## config.mk

```make
export PLATFORM = sky130hd
export DESIGN_NAME = alu_exec_unit
export DESIGN_NICKNAME = d
export VERILOG_FILES = /design/src/rtl/alu_defs_pkg.sv /design/src/rtl/alu_exec_unit_iter_mul.sv /design/src/rtl/alu_exec_unit.sv
export SDC_FILE = /design/constraint.sdc
export NUM_CORES = 1
export LEC_CHECK = 0
export BUFFER_PORTS_ARGS = -buffer_cell sky130_fd_sc_hd__buf_2
export CAP_MARGIN = 30
export CELL_PAD_IN_SITES_DETAIL_PLACEMENT = 1
export CELL_PAD_IN_SITES_GLOBAL_PLACEMENT = 2
export CORE_MARGIN = 2
export CORE_UTILIZATION = 35
export CTS_CLUSTER_SIZE = 16
export DETAILED_ROUTE_END_ITERATION = 12
export PLACE_DENSITY = 0.85
export SETUP_SLACK_MARGIN = 0.5
export SYNTH_ARGS = -nofsm -noshare
export SYNTH_HDL_FRONTEND = slang
export SYNTH_SLANG_ARGS = --single-unit
```

## constraint.sdc

```tcl
create_clock -name clk_i -period 5.4 [get_ports clk_i]
set_input_delay 0 -clock clk_i [delete_from_list [all_inputs] [get_ports clk_i]]
set_output_delay 0 -clock clk_i [all_outputs]
set_load 0.005 [all_outputs]
```

## src/rtl/alu_defs_pkg.sv

```systemverilog
// Opcode, branch-compare and FSM-state encodings shared by the execute unit
// and the ALU control decoder.
package alu_defs_pkg;

  localparam logic [3:0] ALU_OP_AND  = 4'b0000;
  localparam logic [3:0] ALU_OP_OR   = 4'b0001;
  localparam logic [3:0] ALU_OP_ADD  = 4'b0010;
  localparam logic [3:0] ALU_OP_MUL  = 4'b0011;
  localparam logic [3:0] ALU_OP_SUB  = 4'b0110;
  localparam logic [3:0] ALU_OP_SLT  = 4'b0111;
  localparam logic [3:0] ALU_OP_SLL  = 4'b1000;
  localparam logic [3:0] ALU_OP_SRL  = 4'b1001;
  localparam logic [3:0] ALU_OP_NOR  = 4'b1100;
  localparam logic [3:0] ALU_OP_NAND = 4'b1101;

  localparam logic [2:0] ALU_EX_OP_NONE = 3'b000;
  localparam logic [2:0] ALU_EX_OP_SGT  = 3'b001;
  localparam logic [2:0] ALU_EX_OP_SGE  = 3'b011;
  localparam logic [2:0] ALU_EX_OP_SNE  = 3'b100;
  localparam logic [2:0] ALU_EX_OP_SEQ  = 3'b110;

  localparam logic ST_IDLE_ENC = 1'b0;
  localparam logic ST_MUL_ENC  = 1'b1;

  typedef enum logic {
    ST_IDLE = ST_IDLE_ENC,
    ST_MUL  = ST_MUL_ENC
  } state_e;

endpackage

```

## src/rtl/alu_exec_unit_iter_mul.sv

```systemverilog
// Iterative shift-add multiplier retiring MUL_BPC multiplier bits per clock.
// done_o/prod_o are valid combinationally during the final step so the
// caller can register the product on the same edge that retires it.
module iter_mul #(
  parameter int DATA_W  = 32,
  parameter int MUL_BPC = 1
) (
  input  logic              clk_i,
  input  logic              rst_i,
  input  logic              start_i,
  input  logic              flush_i,
  input  logic [DATA_W-1:0] a_i,
  input  logic [DATA_W-1:0] b_i,
  output logic              busy_o,
  output logic              done_o,
  output logic [DATA_W-1:0] prod_o
);

  localparam int N     = DATA_W / MUL_BPC;
  localparam int CNT_W = (N > 1) ? $clog2(N) : 1;
  localparam logic [CNT_W-1:0] LAST_STEP = CNT_W'(N - 1);

  logic [DATA_W-1:0] r_mcand;
  logic [DATA_W-1:0] r_mplier;
  logic [DATA_W-1:0] r_acc;
  logic [CNT_W-1:0]  r_cnt;
  logic              r_busy;
  logic [DATA_W-1:0] w_part;
  logic              w_last;

  // Partial product of this step: multiplicand times the low MUL_BPC multiplier bits.
  always_comb begin
    w_part = {DATA_W{1'b0}};
    for (int k = 0; k < MUL_BPC; k++) begin
      w_part = w_part + (r_mplier[k] ? (r_mcand << k) : {DATA_W{1'b0}});
    end
  end

  assign w_last = r_busy && (r_cnt == LAST_STEP);
  assign done_o = w_last && !flush_i;
  assign busy_o = r_busy;
  assign prod_o = r_acc + w_part;

  // Operand capture, one shift-add step per clock, flush abort.
  always_ff @(posedge clk_i or posedge rst_i) begin
    if (rst_i) begin
      r_mcand  <= {DATA_W{1'b0}};
      r_mplier <= {DATA_W{1'b0}};
      r_acc    <= {DATA_W{1'b0}};
      r_cnt    <= {CNT_W{1'b0}};
      r_busy   <= 1'b0;
    end else if (flush_i) begin
      r_busy <= 1'b0;
      r_cnt  <= {CNT_W{1'b0}};
    end else if (r_busy) begin
      r_acc    <= r_acc + w_part;
      r_mcand  <= r_mcand << MUL_BPC;
      r_mplier <= r_mplier >> MUL_BPC;
      r_cnt    <= r_cnt + CNT_W'(1);
      if (w_last) begin
        r_busy <= 1'b0;
      end else begin
        r_busy <= 1'b1;
      end
    end else if (start_i) begin
      r_mcand  <= a_i;
      r_mplier <= b_i;
      r_acc    <= {DATA_W{1'b0}};
      r_cnt    <= {CNT_W{1'b0}};
      r_busy   <= 1'b1;
    end else begin
      r_busy <= 1'b0;
    end
  end

endmodule

```

## src/rtl/alu_exec_unit.sv

```systemverilog
// EX-stage execute unit: single-cycle ALU ops, iterative MUL with busy stall,
// and the branch-condition flag, all presented through registered outputs.
module alu_exec_unit
  import alu_defs_pkg::*;
#(
  parameter int DATA_W  = 32,
  parameter int MUL_BPC = 1
) (
  input  logic              clk_i,
  input  logic              rst_i,
  input  logic              start_i,
  input  logic              flush_i,
  input  logic [DATA_W-1:0] src1_i,
  input  logic [DATA_W-1:0] src2_i,
  input  logic [3:0]        ALU_ctrl_i,
  input  logic [2:0]        ALU_ex_ctrl_i,
  output logic [DATA_W-1:0] result_o,
  output logic              zero_o,
  output logic              branch_o,
  output logic              valid_o,
  output logic              busy_o
);

  localparam int SH_W = $clog2(DATA_W);

  state_e            r_state;
  logic [DATA_W-1:0] r_result;
  logic              r_zero;
  logic              r_branch;
  logic              r_valid;
  logic              r_busy;
  logic              r_mul_branch;

  logic [DATA_W-1:0] w_alu_res;
  logic              w_cmp;
  logic [SH_W-1:0]   w_sh;
  logic              w_mul_start;
  logic              w_mul_busy;
  logic              w_mul_done;
  logic [DATA_W-1:0] w_mul_prod;

  assign w_sh = src1_i[SH_W-1:0];

  // Single-cycle datapath; unknown codes (including MUL here) yield zero.
  always_comb begin
    w_alu_res = {DATA_W{1'b0}};
    case (ALU_ctrl_i)
      ALU_OP_AND:  w_alu_res = src1_i & src2_i;
      ALU_OP_OR:   w_alu_res = src1_i | src2_i;
      ALU_OP_ADD:  w_alu_res = src1_i + src2_i;
      ALU_OP_SUB:  w_alu_res = src1_i - src2_i;
      ALU_OP_SLT:  w_alu_res = {{(DATA_W-1){1'b0}}, ($signed(src1_i) < $signed(src2_i))};
      ALU_OP_SLL:  w_alu_res = src2_i << w_sh;
      ALU_OP_SRL:  w_alu_res = src2_i >> w_sh;
      ALU_OP_NOR:  w_alu_res = ~(src1_i | src2_i);
      ALU_OP_NAND: w_alu_res = ~(src1_i & src2_i);
      default:     w_alu_res = {DATA_W{1'b0}};
    endcase
  end

  // Branch compare straight off the operands, independent of the ALU opcode.
  always_comb begin
    w_cmp = 1'b0;
    case (ALU_ex_ctrl_i)
      ALU_EX_OP_SGT: w_cmp = $signed(src1_i) >  $signed(src2_i);
      ALU_EX_OP_SGE: w_cmp = $signed(src1_i) >= $signed(src2_i);
      ALU_EX_OP_SNE: w_cmp = src1_i != src2_i;
      ALU_EX_OP_SEQ: w_cmp = src1_i == src2_i;
      default:       w_cmp = 1'b0;
    endcase
  end

  assign w_mul_start = start_i && !flush_i && (r_state == ST_IDLE) &&
                       (ALU_ctrl_i == ALU_OP_MUL);

  iter_mul #(
    .DATA_W  (DATA_W),
    .MUL_BPC (MUL_BPC)
  ) u_iter_mul (
    .clk_i   (clk_i),
    .rst_i   (rst_i),
    .start_i (w_mul_start),
    .flush_i (flush_i),
    .a_i     (src1_i),
    .b_i     (src2_i),
    .busy_o  (w_mul_busy),
    .done_o  (w_mul_done),
    .prod_o  (w_mul_prod)
  );

  // Control FSM and output registers; a multiplier that goes idle without done is treated as aborted.
  always_ff @(posedge clk_i or posedge rst_i) begin
    if (rst_i) begin
      r_state      <= ST_IDLE;
      r_result     <= {DATA_W{1'b0}};
      r_zero       <= 1'b1;
      r_branch     <= 1'b0;
      r_valid      <= 1'b0;
      r_busy       <= 1'b0;
      r_mul_branch <= 1'b0;
    end else begin
      case (r_state)
        ST_IDLE: begin
          if (flush_i) begin
            r_valid <= 1'b0;
          end else if (start_i && (ALU_ctrl_i == ALU_OP_MUL)) begin
            r_state      <= ST_MUL;
            r_busy       <= 1'b1;
            r_valid      <= 1'b0;
            r_mul_branch <= w_cmp;
          end else if (start_i) begin
            r_result <= w_alu_res;
            r_zero   <= (w_alu_res == {DATA_W{1'b0}});
            r_branch <= w_cmp;
            r_valid  <= 1'b1;
          end else begin
            r_valid <= 1'b0;
          end
        end
        ST_MUL: begin
          if (flush_i || !w_mul_busy) begin
            r_state <= ST_IDLE;
            r_busy  <= 1'b0;
            r_valid <= 1'b0;
          end else if (w_mul_done) begin
            r_state  <= ST_IDLE;
            r_busy   <= 1'b0;
            r_result <= w_mul_prod;
            r_zero   <= (w_mul_prod == {DATA_W{1'b0}});
            r_branch <= r_mul_branch;
            r_valid  <= 1'b1;
          end else begin
            r_valid <= 1'b0;
          end
        end
        default: begin
          r_state <= ST_IDLE;
          r_busy  <= 1'b0;
          r_valid <= 1'b0;
        end
      endcase
    end
  end

  assign result_o = r_result;
  assign zero_o   = r_zero;
  assign branch_o = r_branch;
  assign valid_o  = r_valid;
  assign busy_o   = r_busy;

endmodule

```

==> impl_metrics.tcl <==
set metrics [dict create \
    drv_slew 0 \
    worst-path-buf-inv 5 \
    clk_latency_ns 0.50 \
    via_per_inst 6.45 \
    yosys_warnings 0 \
    critPathMaxStageDelay_ns 0.63 \
    yosys.area.top_type_share 0.196 \
    wl_per_cell_um 29.5 \
    drtAntennaViolNets 0 \
    start_kind "input port" \
    final_layout_size_suffix_gt1_frac 0.151 \
    ys_async_sr_fraction 1.00 \
    synth_edf_count 0 \
    synth_top_area_cell "dfrtp_1" \
    fmax_mhz 208 \
    r2r_cells 15 \
    cp_max_fo 13 \
    critical_path_arrival_ns 5.24 \
    worst_slack_ns 0.591 \
    layout_commonest_cell "nand2_1" \
    fp.dieArea_sq_um 52500 \
    synthCells 2305 \
    seq_area_sq_um 3510 \
    mostFrequentLayoutCells "nand2_1 (243), nor2_1 (188), o21ai_0 (176)" \
    synth_cell_types 89 \
    num_io_pins 111 \
    synthesis.nets 2517 \
    numClockSinks 140 \
    cp.depth 17 \
    hold_path_class "in -> reg" \
    fin_setup_tns_ns 0 \
    syn_avg_cell_area_sq_um 7.70 \
    syn_to_final_growth_pct 14.9 \
    worst_pin_slew_ns 0.886 \
    powerDensity_nw_per_um2 233 \
    holdWs_ns 0.0414 \
    numCtsBuffers 17 \
    timing_hold_violations_final 0 \
    combPwrFrac 0.417 \
    maxCapViolations 0 \
    p_sw_mw 2.02 \
    yosysSeqAreaShare 0.198 \
    synth_area_leaders "dfrtp_1 (20%), ha_1 (9.4%), mux2i_1 (7.6%)" \
    die_h_um 229 \
    clkTransAtPathRegs_ns 0.07 \
    grt_max_degree 91 \
    grt_remaining_overflow 0 \
    wirelength_um 91000 \
    synth_ff_type "dfrtp_1" \
    p_leak_nw 8.67 \
    gr-usage-all-layers 0.342 \
    ir_drop_mv 0.251 \
    path_cells "dlygate4sd3_1 > buf_2 > inv_1 > ha_1 > a21oi_1 > o31a_1 > nor3_1 > a2111oi_0 > buf_1 > buf_4 > nand4_1 > nor3_1 > nand4bb_1 > or4_1 > or4_1 > nor4_1 > a311o_1" \
    htree_levels 4 \
    crit_path_start "src1_i[11]" \
    die_x_um 229 \
    finalNetCount 2611 \
    internal_power_mw 2.73 \
    netSwitchingFraction 0.425 \
    max_slew_margin 0.394 \
    synth-seq-cells 140 \
    hpwl_um 71200 \
    worstSetupEndpoint "zero_o" \
    cp_slowest_cell "or4_1" \
    seqPwrFrac 0.297 \
    min_period_ns 4.81 \
    finalCritPeriodShare 0.891 \
    setup_viol 0 \
    p_clk_frac 0.285 \
    outcome "complete, no violations" \
    drt-initial-drc-count 2020 \
    drcViolationCount 0 \
    cts_root_buf "clkbuf_16" \
    initial_core_util 0.354 \
    grt_pass1_wl_um 135000 \
    gp_congestion 0.966 \
    grt_pass1_vias 20000 \
    max-clock-path-buffers 2 \
    reg2reg_slack_ns 0.73 \
    core_area_sq_um 50100 \
    fillers 6143 \
    reg2reg_from "u_iter_mul.r_mplier[0]" \
    path_class "in -> reg" \
    syn_area_sq_um 17700 \
    fin_skew_ns 0.0196 \
    crit_family "simple AND/OR/NAND/NOR gates" \
    rsz0062_at_grt "false" \
    vias 19900 \
    pre_cts_ws_ns 0.384 \
    first_pass_iters 5 \
    multi_input_area_sq_um 13200 \
    antenna_found_initial 5 \
    port-buffer-count 110 \
    cp-end-kind "register" \
    critical_path_required_ns 5.83 \
    r2r-end "result_o[31]" \
    cts_tree "yes" \
    core.rowCount 82 \
]
-- worst reg2reg max path: cells and delay by family, from the launching register on --
kind	cells	cell delay [ns]
compound gates	9	2.58
xor+xnor	1	0.24
fa+ha+maj	1	0.24
buf+inv	1	0.31
flops	1	0.44
mux	1	0.29
simple gates	2	0.45
-- power by group through the flow --
stage	clock network [mW]	registers, mW	logic (mW)
after detailed placement	0	1.42	1.88
after CTS	1.40	1.41	1.92
after global placement	0	1.41	1.85
after floorplan	0	1.35	1.17
final	1.36	1.41	1.98
after global routing	1.43	1.43	2.13
-- Yosys cell counts (17+ instances only) --
library cell	n
a221o_1	22
o22ai_1	62
ha_1	134
nor2b_1	20
and2_1	39
nand4_1	21
o211ai_1	38
xor2_1	18
o221ai_1	22
a22oi_1	17
xnor2_1	23
nor3_1	52
a21oi_1	163
buf_1	19
mux2i_1	134
a31oi_1	19
mux2_2	54
a211oi_1	36
inv_1	107
nand3_1	47
o21ai_0	176
dfrtp_1	139
nor4_1	20
nand2_1	243
buf_2	21
mux4_2	23
a221oi_1	29
nand2b_1	18
nor2_1	190
clkbuf_1	123
-- sequential cells by signal, indices dropped and copies added, names as in the netlist --
signal and flops:
branch_o 1, busy_o 1, r_mul_branch 1, r_state 1, result_o 32, u_iter_mul.busy_o 1, u_iter_mul.r_acc 32, u_iter_mul.r_cnt 5
u_iter_mul.r_mcand 32, u_iter_mul.r_mplier 32, valid_o 1, zero_o 1
-- cell type report --
class                           instances  area share
Multi-Input combinational cell       1882       0.649
Sequential cell                       140       0.172
Timing Repair Buffer                  248      0.0860
Tap cell                              672      0.0412
Clock buffer                           20      0.0219
Inverter                              110      0.0205
Clock inverter                         12     0.00902
Antenna cell                            1    0.000123
-- cell families (layout without fill, tap and decap cells) --
logic type               count (synthesis)  after routing  synth area share
AO/OA/AOI/OAI                          772            772             0.291
XOR/XNOR                                41             41            0.0202
adder cells (fa/ha/maj)                137            137            0.0979
buffers and inverters                  283            390            0.0643
flip-flops                             140            140             0.198
multiplexers                           211            211             0.139
other                                    0              1                 0
AND/OR/NAND/NOR                        721            721             0.190
-- worst min path at each step --
| stage | from | to | cells past startpoint |
|---|---|---|---|
| after floorplan | src2_i[31] | u_iter_mul.r_mplier[31] | 1 |
| after global placement | rst_i | u_iter_mul.r_cnt[2] | 2 |
| after detailed placement | rst_i | u_iter_mul.r_cnt[3] | 2 |
| after CTS | src2_i[17] | u_iter_mul.r_mplier[17] | 3 |
| after global routing | src2_i[17] | u_iter_mul.r_mplier[17] | 3 |
| final | src2_i[17] | u_iter_mul.r_mplier[17] | 3 |
-- metal layers --
layer | vias to the layer above | GRT usage | wire length, um | share of wire
li1 | 8783 | - | - | -
met5 | - | 0 | 14 | 0.00015
met1 | 10100 | 0.452 | 39300 | 0.43
met2 | 805 | 0.545 | 41300 | 0.45
met4 | 2 | 0.164 | 4790 | 0.053
met3 | 197 | 0.0513 | 5570 | 0.061
-- metrics by stage --
| step | power, mW | utilization | instance area [sq um] | cells |
|---|---|---|---|---|
| 6_report | 4.75 | 0.407 | 20400 | 3085 |
| 3_3_place_gp | 3.26 | 0.382 | 19100 | 3001 |
| 3_5_place_dp | 3.31 | 0.383 | 19200 | 3003 |
| 5_1_grt | 4.99 | 0.407 | 20400 | 3084 |
| 4_1_cts | 4.72 | 0.405 | 20300 | 3082 |
| 2_1_floorplan | 2.52 | - | 17700 | 2305 |
-- repair_timing --
item / CTS / global route
pin swaps: 0 / 1
resized for setup: 1 / 19
hold endpoints to repair: 142 / 0
endpoints found under the setup margin: 1 / 1
hold buffers: 47 / 0
setup buffers: 0 / 2
Note: power is estimated with default switching activity, not from simulation.
